**src/rtl/ram_pkg.sv**
```systemverilog
// Shared types and constants for the simple dual-port RAM with a power-up clear.
`timescale 1ns/1ps
package ram_pkg;

  typedef enum logic {
    ST_CLEAR = 1'b0,
    ST_READY = 1'b1
  } clr_state_e;

  // Values for the RDW_NEW parameter.
  localparam int RDW_MODE_OLD = 0;
  localparam int RDW_MODE_NEW = 1;

endpackage

```
**src/rtl/ram_clear_seq.sv**
```systemverilog
// Clear sequencer: walks every address once after reset, writing zero, then parks in READY.
`timescale 1ns/1ps
module ram_clear_seq
  import ram_pkg::*;
#(
  parameter int ADDR_W         = 6,
  parameter int CLEAR_ON_RESET = 1
) (
  input  logic              clk,
  input  logic              rst_n,
  output logic              busy,
  output logic              clr_we,
  output logic [ADDR_W-1:0] clr_addr,
  output clr_state_e        dbg_state
);

  localparam clr_state_e RESET_STATE = (CLEAR_ON_RESET != 0) ? ST_CLEAR : ST_READY;

  clr_state_e        state_q, state_d;
  logic [ADDR_W-1:0] cnt_q, cnt_d;

  always_comb begin
    state_d = state_q;
    cnt_d   = cnt_q;
    if (state_q == ST_CLEAR) begin
      // Counter wraps back to 0 on the final clear write, ready for any later reset.
      cnt_d = cnt_q + 1'b1;
      if (cnt_q == {ADDR_W{1'b1}}) begin
        state_d = ST_READY;
      end
    end
  end

  always_ff @(posedge clk or negedge rst_n) begin
    if (!rst_n) begin
      state_q <= RESET_STATE;
      cnt_q   <= '0;
    end else begin
      state_q <= state_d;
      cnt_q   <= cnt_d;
    end
  end

  assign busy      = (state_q == ST_CLEAR);
  assign clr_we    = (state_q == ST_CLEAR);
  assign clr_addr  = cnt_q;
  assign dbg_state = state_q;

endmodule

```
**src/rtl/ram_sdp_clr.sv**
```systemverilog
// Simple dual-port RAM (one write port with byte enables, one registered read port)
// with an optional zero-fill sequence after reset.
`timescale 1ns/1ps
module ram_sdp_clr
  import ram_pkg::*;
#(
  parameter int DATA_W         = 8,
  parameter int ADDR_W         = 6,
  parameter int RDW_NEW        = 1,
  parameter int CLEAR_ON_RESET = 1
) (
  input  logic                  clk,
  input  logic                  rst_n,
  input  logic                  wr_en,
  input  logic [ADDR_W-1:0]     wr_addr,
  input  logic [DATA_W-1:0]     wr_data,
  input  logic [DATA_W/8-1:0]   wr_be,
  input  logic                  rd_en,
  input  logic [ADDR_W-1:0]     rd_addr,
  output logic [DATA_W-1:0]     rd_data,
  output logic                  rd_valid,
  output logic                  busy
);

  localparam int DEPTH = 2 ** ADDR_W;
  localparam int LANES = DATA_W / 8;

  logic              clr_we;
  logic [ADDR_W-1:0] clr_addr;
  clr_state_e        clr_state;

  ram_clear_seq #(
    .ADDR_W        (ADDR_W),
    .CLEAR_ON_RESET(CLEAR_ON_RESET)
  ) u_clear_seq (
    .clk      (clk),
    .rst_n    (rst_n),
    .busy     (busy),
    .clr_we   (clr_we),
    .clr_addr (clr_addr),
    .dbg_state(clr_state)
  );

  logic [DATA_W-1:0] mem_q [DEPTH];
  logic [DATA_W-1:0] rd_data_q, rd_data_d;
  logic              rd_valid_q;
  logic              ready;
  logic              wr_fire;
  logic              rd_fire;
  logic [DATA_W-1:0] rd_old;
  logic [DATA_W-1:0] rd_merged;

  assign ready   = (clr_state == ST_READY);
  assign wr_fire = wr_en & ready;
  assign rd_fire = rd_en & ready;
  assign rd_old  = mem_q[rd_addr];

  // Read-during-write bypass: the stored word with the written lanes overlaid.
  always_comb begin
    rd_merged = rd_old;
    for (int i = 0; i < LANES; i++) begin
      if (wr_be[i]) begin
        rd_merged[8*i +: 8] = wr_data[8*i +: 8];
      end
    end
  end

  always_comb begin
    rd_data_d = rd_old;
    if ((RDW_NEW == RDW_MODE_NEW) && wr_fire && (wr_addr == rd_addr)) begin
      rd_data_d = rd_merged;
    end
  end

  // Memory has no reset; only the clear sequence zeroes it.
  always_ff @(posedge clk) begin
    if (clr_we) begin
      mem_q[clr_addr] <= '0;
    end else if (wr_fire) begin
      for (int i = 0; i < LANES; i++) begin
        if (wr_be[i]) begin
          mem_q[wr_addr][8*i +: 8] <= wr_data[8*i +: 8];
        end
      end
    end
  end

  always_ff @(posedge clk or negedge rst_n) begin
    if (!rst_n) begin
      rd_data_q  <= '0;
      rd_valid_q <= 1'b0;
    end else begin
      rd_valid_q <= rd_fire;
      if (rd_fire) begin
        rd_data_q <= rd_data_d;
      end
    end
  end

  assign rd_data  = rd_data_q;
  assign rd_valid = rd_valid_q;

endmodule

```
**config.mk**
```make
export PLATFORM = sky130hd
export DESIGN_NAME = ram_sdp_clr
export DESIGN_NICKNAME = d
export VERILOG_FILES = /design/src/rtl/ram_pkg.sv /design/src/rtl/ram_clear_seq.sv /design/src/rtl/ram_sdp_clr.sv
export SDC_FILE = /design/constraint.sdc
export NUM_CORES = 1
export LEC_CHECK = 0
export CAP_MARGIN = 15
export CORE_ASPECT_RATIO = 0.7
export CORE_MARGIN = 2
export CORE_UTILIZATION = 56
export DETAILED_ROUTE_END_ITERATION = 7
export PLACE_DENSITY = 0.75
export SLEW_MARGIN = 20
export SYNTH_ARGS = -nofsm -noshare
export SYNTH_HDL_FRONTEND = slang
export SYNTH_SLANG_ARGS = --single-unit
```
**constraint.sdc**
```tcl
create_clock -name clk -period 2.2 [get_ports clk]
set_input_delay 0.66 -clock clk [delete_from_list [all_inputs] [get_ports clk]]
set_output_delay 0.66 -clock clk [all_outputs]
set_load 0.03 [all_outputs]
```
==> key figures <==
Yosys
  – Syn Area/Cell: 19.9 um^2
  – Main synth FF type: edfxtp_1
  – EDFF count, synth: 512
  – Distinct cells, synth: 50
  – Synth Instances: 1049
  – Register bit count reported by yosys: 528
  – Net Count, Synth: 1075
  – Post-Syn Area: 20900 um^2
  – Post-synth ARST share: 3.03%
  – Sequential share of the synthesized area: 75.5%
  – Yosys synthesis warning count: 0

Worst setup path
  – Most used cell along the critical path: mux4_2
  – Crit Path Max Fanout: 1
  – Req. time, crit path: 2.65 ns
  – CP endpoint kind: flip-flop
  – CP startpoint kind: flip-flop
  – Slowest cell on the critical path: mux4_2
  – Arrival time at the worst endpoint: 2.64 ns
  – Crit path cell chain: mux4_2 -> mux4_2 -> mux2_4 -> a222oi_1 -> o21ai_1
  – Critical path class: flip-flop to flip-flop
  – Largest stage delay, worst path: 0.49 ns

Detailed routing
  – ANT nets after route: 0
  – Initial DRC Count: 1385
  – Drt first pass iters: 6
  – WL final: 52500 um
  – Wirelength per Cell: 28.4 um
  – Via density: 6.28
  – DRC viols: 0
  – Via Count: 11.6k

STA
  – Fin crit share: 99.6%
  – WHS: 0.449 ns
  – Maximum clock frequency: 456 MHz
  – Max-slew violations: 0
  – Clk_skew: 0.0176 ns
  – Final hold vios: 0
  – Worst slew margin: 55.7%
  – RSZ-0062 raised after global routing: yes
  – Setup WS post-layout: 0.00865 ns
  – Worst slew pin tran: 0.647 ns
  – Min Tclk post-route: 2.19 ns
  – Setup violators final: 0

Finish
  – Area Overhead vs Synth: 26.6%
  – Layout Nets: 1353
  – Layout cell share with drive strength beyond 1: 39.4%
  – Final-layout fill cell count: 2132
  – Most common cell after layout, fill and taps aside: edfxtp_1
  – Antenna cell count: 0
  – Most frequent cells in the layout: edfxtp_1 (512), buf_4 (158), mux4_2 (126)
  – Fin area: 26400 um^2

Die
  – Total core area: 37000 um^2
  – Io pins: 35
  – DIE AREA: 38900 um^2
  – Horiz. Die Dim: 235 um
  – Die Y: 166 um
  – Initial Utilization: 56.5%
  – # rows: 59

Placed design
  – DP Area: 24700 um^2
  – Detailed Place HPWL: 35000 um
  – GPL Wtd Cong: 0.906
  – I/O Buffers: 34
  – Place WS: -0.716 ns

Clock tree
  – CTS buffer count: 47
  – CTS tree: built
  – Clock root buffer: clkbuf_16
  – Sink Count: 528
  – Clk slew on worst S/H paths: 0.07 ns
  – CTS max path bufs: 3
  – H-tree depth: 2
  – Skew-Pair Late Insertion Delay: 0.58 ns
  – CTS Hold Buffers Added: 0

Global route
  – Antenna violations before repair: 0
  – Number of global-route vias before repair: 11.8k
  – Largest net degree at the start of global routing: 49
  – First-pass GRT wire length: 77100 um
  – GRT Total Usage: 27.3%
  – Grt ovf: 0

Pwr
  – Pleak: 7.57 nW
  – Worst IR Drop VDD: 0.782 mV
  – PD cells: 742 nW/um^2

Worst hold path
  – Hold Path Class: input port to async pin

Run status
  – Status: completed

Run
  – Max_cap viols: 0
==> synth_stat cells, types with 6 or more instances <==
master	count	share of area [%]
o21ai_0	9	0.22
buf_1	6	0.11
clkbuf_1	21	0.38
a2111oi_0	6	0.25
mux2i_1	28	1.3
and2_1	9	0.27
nand3_1	18	0.43
nand2_1	73	1.3
o22ai_1	14	0.42
a21oi_1	6	0.14
nor2_1	75	1.3
mux4_2	126	14
buf_2	15	0.36
dfrtp_1	16	1.9
mux2_2	16	0.86
xor2_1	7	0.29
nand3b_1	7	0.25
edfxtp_1	512	74
buf_4	8	0.29
nand2b_1	6	0.18
==> timing repair <==
action | CTS | global route
buffers inserted | 0 | 9
gates resized for setup | 21 | 32
pin swaps | 0 | 5
setup endpoints to repair | 119 | 309
==> through the flow <==
step	TNS (ns)	util, %	total power, mW	instances
2_1_floorplan	-21.70	-	11.4	1049
3_3_place_gp	-341.59	66.7	11.7	1757
3_5_place_dp	-379.03	66.7	11.7	1757
4_1_cts	0	70.8	19.7	1843
5_1_grt	-0.221	71.5	20.2	1852
6_report	0	71.5	19.6	1852
==> power by group <==
group          leakage [nW]  switching, mW  internal (mW)
sequential             3.77              0           10.9
clock                 0.727           3.56           4.57
combinational          3.06          0.325          0.320
total                  7.57           3.89           15.7
==> cell families after synthesis <==
logic type | count (synthesis) | synth area share [%]
flops | 528 | 75.5
fa+ha+maj | 1 | 0.0599
compound gates | 72 | 2.46
xor+xnor | 11 | 0.461
simple gates | 211 | 4.45
buf+inv | 56 | 1.28
mux | 170 | 15.8
==> worst max-delay path: cells and delay by family, from the launching register on <==
| family | cells | cell delay [ns] |
|---|---|---|
| muxes | 3 | 1.27 |
| AOI/OAI and AO/OA | 2 | 0.39 |
| DFF | 1 | 0.40 |
==> metal layers <==
layer  vias to the layer above  GRT usage [%]  part of all wire (%)
li1                       4867              -                     -
met1                      6008           39.2                    39
met2                       642           42.4                    48
met3                       122           5.92                   9.5
met4                         0           9.14                   3.4
met5                         -              0                     0
==> worst paths after layout <==
path / from / endpoint / slack, ns / depth (start not counted)
max in group asynchronous: rst_n / u_clear_seq.clr_addr[2] / 1.50 / 2
max: mem_q[29][1] / rd_data[1] / 0.009 / 5
max reg2reg: mem_q[29][1] / rd_data[1] / 0.009 / 5
min in group clk: u_clear_seq.clr_addr[5] / u_clear_seq.clr_addr[5] / 0.59 / 1
min: rst_n / rd_data[1] / 0.45 / 2
min reg2reg: u_clear_seq.clr_addr[5] / u_clear_seq.clr_addr[5] / 0.59 / 1
==> sequential cells by signal (all words and copies together) (netlist names) <==
register / flops
rd_valid: 1
u_clear_seq.clr_addr: 6
rd_data: 8
u_clear_seq.dbg_state: 1
mem_q: 512
==> cell type report <==
cell class	count	area (um^2)	share of cell area [%]
sequential	528	15800	59.7
multi-input combinational	465	5280	20.0
timing repair buffer	280	3260	12.3
clock buffer	66	1290	4.87
tap	488	611	2.31
clock inverter	20	208	0.786
inverter	5	18.8	0.0710
Power figures use the tool's default switching activity.
